`src/rtl/worldmap_portb_arbiter.sv`:
```
// Port B sharing between the VGA scaler path and a blanking-only CPU reader.
// Video owns the BRAM during active display; CPU reads retry until a guarded blank slot.
module worldmap_portb_arbiter #(
   parameter int AW      = 14,
   parameter int DW      = 2,
   parameter int RD_LAT  = 1,
   parameter int GUARD   = 2,
   parameter int TIMEOUT = 4096
) (
   input  logic          clk_in,
   input  logic          reset_n,
   input  logic          video_on,
   input  logic [AW-1:0] vid_addr,
   output logic [DW-1:0] vid_pixel,
   input  logic          cpu_req,
   input  logic [AW-1:0] cpu_addr,
   output logic          cpu_busy,
   output logic          cpu_ack,
   output logic          cpu_err,
   output logic [DW-1:0] cpu_data,
   output logic [AW-1:0] ram_addr,
   input  logic [DW-1:0] ram_data
);

   localparam int WCW = $clog2(TIMEOUT + 1);
   localparam int GCW = $clog2(GUARD + 2);
   localparam int LCW = $clog2(RD_LAT + 1);

   typedef enum logic [1:0] {
      S_IDLE,
      S_WAIT,
      S_ISSUE,
      S_READ
   } state_t;

   state_t          state_q, state_d;
   logic [AW-1:0]   addr_q, addr_d;
   logic [WCW-1:0]  wait_cnt_q, wait_cnt_d;
   logic [LCW-1:0]  lat_cnt_q, lat_cnt_d;
   logic [GCW-1:0]  blank_cnt_q, blank_cnt_d;
   logic            busy_q, busy_d;
   logic            ack_q, ack_d;
   logic            err_q, err_d;
   logic [DW-1:0]   data_q, data_d;
   logic            slot_ok;
   logic            own_port;

   assign slot_ok   = (blank_cnt_q >= GCW'(GUARD)) && !video_on;
   assign own_port  = (state_q == S_ISSUE) || (state_q == S_READ);
   assign ram_addr  = own_port ? addr_q : vid_addr;
   assign vid_pixel = ram_data;
   assign cpu_busy  = busy_q;
   assign cpu_ack   = ack_q;
   assign cpu_err   = err_q;
   assign cpu_data  = data_q;

   always_comb begin
      blank_cnt_d = blank_cnt_q;
      if (video_on) begin
         blank_cnt_d = '0;
      end else if (blank_cnt_q != GCW'(GUARD)) begin
         blank_cnt_d = blank_cnt_q + 1'b1;
      end
   end

   always_comb begin
      state_d    = state_q;
      addr_d     = addr_q;
      wait_cnt_d = wait_cnt_q;
      lat_cnt_d  = lat_cnt_q;
      busy_d     = busy_q;
      ack_d      = 1'b0;
      err_d      = 1'b0;
      data_d     = data_q;
      unique case (state_q)
         S_IDLE: begin
            if (cpu_req) begin
               addr_d     = cpu_addr;
               wait_cnt_d = '0;
               busy_d     = 1'b1;
               state_d    = S_WAIT;
            end
         end
         S_WAIT: begin
            // saturate so an abort late in the window still times out
            if (wait_cnt_q != WCW'(TIMEOUT)) begin
               wait_cnt_d = wait_cnt_q + 1'b1;
            end
            if (slot_ok) begin
               state_d = S_ISSUE;
            end else if (wait_cnt_q >= WCW'(TIMEOUT - 1)) begin
               ack_d   = 1'b1;
               err_d   = 1'b1;
               data_d  = '0;
               busy_d  = 1'b0;
               state_d = S_IDLE;
            end
         end
         S_ISSUE: begin
            if (video_on) begin
               state_d = S_WAIT;
            end else begin
               lat_cnt_d = '0;
               state_d   = S_READ;
            end
         end
         S_READ: begin
            if (video_on) begin
               state_d = S_WAIT;
            end else if (lat_cnt_q == LCW'(RD_LAT - 1)) begin
               data_d  = ram_data;
               ack_d   = 1'b1;
               busy_d  = 1'b0;
               state_d = S_IDLE;
            end else begin
               lat_cnt_d = lat_cnt_q + 1'b1;
            end
         end
         default: state_d = S_IDLE;
      endcase
   end

   always_ff @(posedge clk_in or negedge reset_n) begin
      if (!reset_n) begin
         state_q     <= S_IDLE;
         addr_q      <= '0;
         wait_cnt_q  <= '0;
         lat_cnt_q   <= '0;
         blank_cnt_q <= '0;
         busy_q      <= 1'b0;
         ack_q       <= 1'b0;
         err_q       <= 1'b0;
         data_q      <= '0;
      end else begin
         state_q     <= state_d;
         addr_q      <= addr_d;
         wait_cnt_q  <= wait_cnt_d;
         lat_cnt_q   <= lat_cnt_d;
         blank_cnt_q <= blank_cnt_d;
         busy_q      <= busy_d;
         ack_q       <= ack_d;
         err_q       <= err_d;
         data_q      <= data_d;
      end
   end

endmodule
```
`config.mk`:
```
export PLATFORM = sky130hd
export DESIGN_NAME = worldmap_portb_arbiter
export DESIGN_NICKNAME = d
export VERILOG_FILES = /design/src/rtl/worldmap_portb_arbiter.sv
export SDC_FILE = /design/constraint.sdc
export NUM_CORES = 1
export LEC_CHECK = 0
export BUFFER_PORTS_ARGS = -buffer_cell sky130_fd_sc_hd__buf_4
export CAP_MARGIN = 20
export CORE_MARGIN = 1.5
export CORE_UTILIZATION = 47
export DETAILED_ROUTE_END_ITERATION = 8
export HOLD_SLACK_MARGIN = 0.02
export PLACE_DENSITY = 0.86
export SYNTH_ARGS = -nofsm -noshare
export SYNTH_HDL_FRONTEND = slang
export SYNTH_SLANG_ARGS = --single-unit
```
`constraint.sdc`:
```
create_clock -name clk_in -period 1.97 [get_ports clk_in]
set_clock_uncertainty 0.1 [all_clocks]
set_input_delay 0.0985 -clock clk_in [delete_from_list [all_inputs] [get_ports clk_in]]
set_output_delay 0.0985 -clock clk_in [all_outputs]
set_load 0.01 [all_outputs]
```
==> results_dict.tcl, run 1 <==
set metrics [dict create \
    pin_count 55 \
    yosysUniqueCellTypes 46 \
    worstMarginPinSlew_ns 0.457 \
    p_clk_share_pct 15.4 \
    die_w_um 68.6 \
    switching_power_mw 1.45 \
    cts-root-buf "clkbuf_8" \
    clock_sinks 36 \
    finish.utilization_pct 73.6 \
    seqPwrFrac_pct 33.7 \
    drv_cap 0 \
    vias 2034 \
    numPortBuffers 54 \
    antenna_found_initial 0 \
    hold_viol 0 \
    yosysTopAreaCell "dfrtp_1" \
    ys.flop_type "dfrtp_1" \
    r2r_start "wait_cnt_q[7]" \
    avgSynthCellArea_um2 10.8 \
    final_nets 319 \
    synthCells 187 \
    synth_top_area_share_pct 44.5 \
    power.density_mw_per_mm2 1230 \
    worstHoldPathType "input port to register" \
    totalWireLength_um 6660 \
    die-area_mm2 0.00471 \
    min-delay-start "cpu_req" \
    numCtsBuffers 5 \
    yosys-top-cells-count "36 x dfrtp_1, 29 x mux2_2, 13 x nor2_1, 9 x nand3_1" \
    grt_util_all_layers_pct 27.7 \
    drc 0 \
    comb_power_share_pct 50.9 \
    ys_seq_area_share_pct 44.5 \
    yosysMostFrequentCell "dfrtp_1" \
    grt_max_degree 37 \
    finalCriticalPeriod_ns 2.01 \
    htreeDepth 2 \
    p_int_mw 2.22 \
    grt_pass1_wl_um 9410 \
    irDropWorstVdd_mv 0.765 \
    clockBufferDepth 2 \
    n_antenna_cell 0 \
    yosys_warnings 0 \
    rows 23 \
    p_sw_share_pct 39.6 \
    postSynth.asyncResetShare_pct 100 \
    drt_iter0_markers 195 \
    min_path_cells 4 \
    fin_cells 328 \
    synth.area.top_cells "dfrtp_1 45%, mux2_2 16%, ha_1 4.9%, nor2_1 2.4%, nand3_1 2.2%" \
    cp_max_fo 8 \
    r2r_cells 4 \
    multi_input_area_mm2 0.00116 \
    drt-met1-wl_um 2410 \
    finalMaxSlewViolations 0 \
    setup_viol 6 \
    syn_to_final_growth_pct 47.6 \
    path_clk_slew_ns 0.08 \
    met2WireLength_um 3380 \
    fmax_ghz 0.498 \
    holdPathEnd "state_q[1]" \
    place_ws_ns 0.0796 \
    slew_headroom_pct 69.5 \
    place_congestion 0.966 \
    placed_cells 298 \
    first_pass_iters 4 \
    core_area_mm2 0.00406 \
    seqCellArea_um2 905 \
    cp.required_ns 2.04 \
    static-leakage-power_nw 1.39 \
    grt_pass1_vias 1993 \
    netlist_area_mm2 0.00202 \
    ys_ff_latch 36 \
    via_per_inst 6.20 \
    fill_cells 237 \
    synth_edf_count 0 \
    r2r_end "cpu_busy" \
    period_share_pct 102 \
    gr-total-overflow 0 \
    startpoint_type "register" \
    rsz0062_at_grt "true" \
    path_class "register to register" \
    initial_core_util_pct 49.9 \
    ff2ff_setup_slack_ns -0.04 \
    status "complete, but fails checks" \
    max_stage_delay_ns 0.60 \
    wl_met3_um 580 \
    drive_gt1_share_pct 46.0 \
    hpwl_um 3320 \
    syn-num-nets 229 \
    cp-end-kind "register" \
    violations "negative setup slack" \
    cp.arrival_ns 2.08 \
    die_h_um 68.6 \
    top_layer_used "met4" \
    path_cells "nand4_2 > o41a_1 > and3_1 > a211o_1" \
    ant_nets 0 \
    routedWlPerCell_um 20.3 \
    critPathSlowestCell "o41a_1" \
    clock_latency_ns 0.30 \
    fin_ws_ns -0.0381 \
    cts_tree "yes" \
]
[cells by family (layout without fill, tap and decap cells)]
family / after synthesis / after routing / synth area share [%]
AO/OA/AOI/OAI: 35 / 35 / 12.4
XOR/XNOR: 4 / 4 / 1.73
adder cells (fa/ha/maj): 8 / 8 / 4.95
buffers and inverters: 15 / 106 / 3.15
flip-flops: 36 / 36 / 44.5
multiplexers: 31 / 31 / 17.2
AND/OR/NAND/NOR: 58 / 58 / 16.1
[worst max-delay path by stage]
stage,slack [ns],to,from
global placement,0.08,state_q[1],wait_cnt_q[6]
global route,-0.07,wait_cnt_q[10],state_q[1]
detailed placement,0.08,state_q[1],wait_cnt_q[6]
floorplan,0.09,wait_cnt_q[5],state_q[0]
finish,-0.04,cpu_busy,wait_cnt_q[7]
CTS,0.03,ram_addr[2],state_q[0]
[critical path, delay by kind of cell, from the launching register on]
family	cells	cell delay [ns]
flip-flops	1	0.46
AO/OA/AOI/OAI	2	0.88
AND/OR/NAND/NOR	2	0.43
[sequential cells by signal, indices dropped and copies added (netlist names)]
register	count
addr_q	14
wait_cnt_q	13
blank_cnt_q	2
cpu_data	2
state_q	2
cpu_ack	1
cpu_busy	1
cpu_err	1
[power groups by stage]
stage	clock, mW	combinational [mW]	sequential, mW
2_1_floorplan	0	0.995	1.16
3_3_place_gp	0	1.46	1.17
3_5_place_dp	0	1.51	1.18
4_1_cts	0.556	1.60	1.17
5_1_grt	0.590	2.00	1.27
6_report	0.566	1.87	1.24
[metal layers]
layer	up-vias	track usage, %
li1	867	-
met1	987	32.2
met2	143	46.3
met3	37	6.66
met4	0	16.0
met5	-	0
[stage by stage]
stage               power (mW)  hold slack, ns  instance area (um2)  TNS, ns
floorplan                 2.15          -0.297                 2020        0
global route              3.85           0.215                 2990   -0.610
CTS                       3.33           0.183                 2880        0
finish                    3.68           0.179                 2990   -0.100
global placement          2.62         -0.0269                 2560        0
detailed placement        2.69         -0.0161                 2560        0
[cells in the final DEF, fill, tap and decap left out, types with 3 or more instances in the layout]
cell,instances
a21oi_1,6
ha_1,3
a32o_1,3
dlygate4sd3_1,18
o21ai_0,7
nand3_1,9
dfrtp_1,33
nor3_1,4
dfrtp_2,3
xor2_1,4
nand2_1,8
buf_4,68
inv_1,6
mux2_2,21
ha_4,4
nand4_1,4
nor2_1,12
buf_6,3
mux2_4,8
clkbuf_8,6
[cell type report]
type	instances	share of cell area [%]
well taps	50	2.09
clock inverters	1	0.251
repair buffers	89	24.3
flip-flops and latches	36	30.3
multi-input cells	136	39.0
clock buffers	7	2.89
inverters	9	1.21
[what timing repair did]
item / in CTS / in global routing
pin swaps: 0 / 2
cloned: 1 / 0
gates resized for setup: 8 / 24
hold endpoints to repair: 55 / 0
setup buffers: 2 / 1
endpoints found under the setup margin: 14 / 30
hold buffers: 18 / 0
Power figures use the tool's default switching activity.
==> inputs of run 2 (changes only) <==
Settings changed: BUFFER_PORTS_ARGS -buffer_cell sky130_fd_sc_hd__buf_4 to not set, CORE_UTILIZATION 47 to 55, DONT_BUFFER_PORTS set to 1, PLACE_DENSITY 0.86 to 0.83.
==> results_dict.tcl, run 2 (synthesis results as in run 1) <==
set metrics [dict create \
    r2r_cells 6 \
    holdPathEnd "cpu_data[1]" \
    clock_sinks 36 \
    irDropWorstVdd_mv 0.872 \
    largest_reg_flops 14 \
    clockBufferDepth 2 \
    totalWireLength_um 5560 \
    fin_tns_setup_ns -0.000878 \
    static-leakage-power_nw 1.19 \
    grt_util_all_layers_pct 25.9 \
    whs_ns 0.0895 \
    gr-total-overflow 0 \
    path_clk_slew_ns 0.07 \
    via_per_inst 6.27 \
    drc 0 \
    cts-root-buf "clkbuf_8" \
    seqCellArea_um2 903 \
    top_layer_used "met4" \
    syn_to_final_growth_pct 29.6 \
    comb_power_share_pct 47.3 \
    worstMarginPinSlew_ns 0.449 \
    final_nets 268 \
    switching_power_mw 1.30 \
    period_share_pct 100 \
    grt_pass1_vias 1709 \
    r2r_end "wait_cnt_q[5]" \
    antenna_found_initial 0 \
    cp-end-kind "register" \
    ant_nets 0 \
    multi_input_area_mm2 0.00117 \
    layout_common_cells "34 x dfrtp_1, 18 x dlygate4sd3_1, 17 x buf_4" \
    place_congestion 0.973 \
    die_h_um 63.7 \
    r2r_start "state_q[1]" \
    violations "negative setup slack" \
    hold_viol 0 \
    finalMaxSlewViolations 0 \
    n_antenna_cell 0 \
    grt_max_degree 37 \
    clock_latency_ns 0.29 \
    wl_met3_um 501 \
    design_area_mm2 0.00262 \
    numPortBuffers 0 \
    power.density_mw_per_mm2 1300 \
    cp.required_ns 2.04 \
    top_regs "addr_q (14), wait_cnt_q (13)" \
    p_int_mw 2.11 \
    status "complete, but fails checks" \
    rows 21 \
    fin_ws_ns -0.000878 \
    numCtsBuffers 5 \
    place_ws_ns -0.00378 \
    worstHoldPathType "input port to register" \
    path_class "register to register" \
    core_area_mm2 0.00344 \
    p_sw_share_pct 38.2 \
    seqPwrFrac_pct 36.2 \
    min_path_cells 3 \
    first_pass_iters 4 \
    post_dp_cell_area_mm2 0.00216 \
    drt-met1-wl_um 2170 \
    rsz0062_at_grt "true" \
    final_common_cell "dfrtp_1" \
    ff2ff_setup_slack_ns -0.0009 \
    regMostFlops "addr_q" \
    grt_pass1_wl_um 8090 \
    drt_iter0_markers 101 \
    drive_gt1_share_pct 34.1 \
    cts_tree "yes" \
    initial_core_util_pct 58.8 \
    die_w_um 63.7 \
    slew_headroom_pct 69.8 \
    min-delay-start "video_on" \
    setup_viol 1 \
    startpoint_type "register" \
    hpwl_um 3330 \
    htreeDepth 2 \
    die-area_mm2 0.00405 \
    cp.arrival_ns 2.04 \
    routedWlPerCell_um 20.4 \
    cp_max_fo 10 \
    fill_cells 212 \
    pin_count 55 \
    finalCriticalPeriod_ns 1.97 \
    fmax_ghz 0.507 \
    drv_cap 0 \
    met2WireLength_um 2760 \
    p_clk_share_pct 16.6 \
    vias 1706 \
]
[run 2: worst max path at each step]
stage / from / to / slack (ns) / cells after the start
detailed placement: state_q[1] / wait_cnt_q[5] / -0.004 / 6
global placement: state_q[1] / wait_cnt_q[5] / 0.10 / 6
finish: state_q[1] / wait_cnt_q[5] / -0.0009 / 6
floorplan: state_q[0] / wait_cnt_q[5] / 0.09 / 6
global route: wait_cnt_q[0] / state_q[1] / -0.05 / 5
CTS: state_q[0] / ram_addr[8] / 0.01 / 5
[run 2: power by group through the flow]
stage / logic [mW] / clock network, mW / registers (mW)
finish: 1.61 / 0.565 / 1.23
global route: 1.75 / 0.594 / 1.26
CTS: 1.40 / 0.567 / 1.20
detailed placement: 1.29 / 0 / 1.21
global placement: 1.21 / 0 / 1.19
floorplan: 0.995 / 0 / 1.16
[run 2: area by class of cell]
cell class              count  share of cell area (%)
inverters                   9                    1.29
multi-input cells         136                    44.7
repair buffers             38                    13.7
well taps                  46                    2.20
clock buffers               7                    3.68
flip-flops and latches     36                    34.5
[run 2: layer usage]
layer	up-vias	GRT usage [%]
met2	86	44.7
met5	-	0
met4	0	9.78
li1	762	-
met1	839	30.4
met3	19	7.14
[run 2: worst max-delay path, cell delays in order, from the launching register on]
cell     delay [ns]
dfrtp_1        0.45
inv_2          0.13
ha_4           0.16
mux2_2         0.36
buf_4          0.18
and2_2         0.22
a32o_1         0.26
[run 2: what timing repair did]
item                                    4_1_cts  5_1_grt
buffers inserted                              1        2
gates cloned                                  1        0
endpoints found under the setup margin       15       26
hold buffers                                 19        0
gates resized for setup                       7       29
pin swaps                                     1        2
endpoints found under the hold margin        56        0
[run 2: per-stage QoR]
step / utilization (%) / cells / power (mW)
final: 76.2 / 272 / 3.41
after floorplan: - / 187 / 2.15
after detailed placement: 62.8 / 242 / 2.50
after CTS: 72.4 / 270 / 3.16
after global routing: 76.2 / 272 / 3.60
after global placement: 62.8 / 242 / 2.40
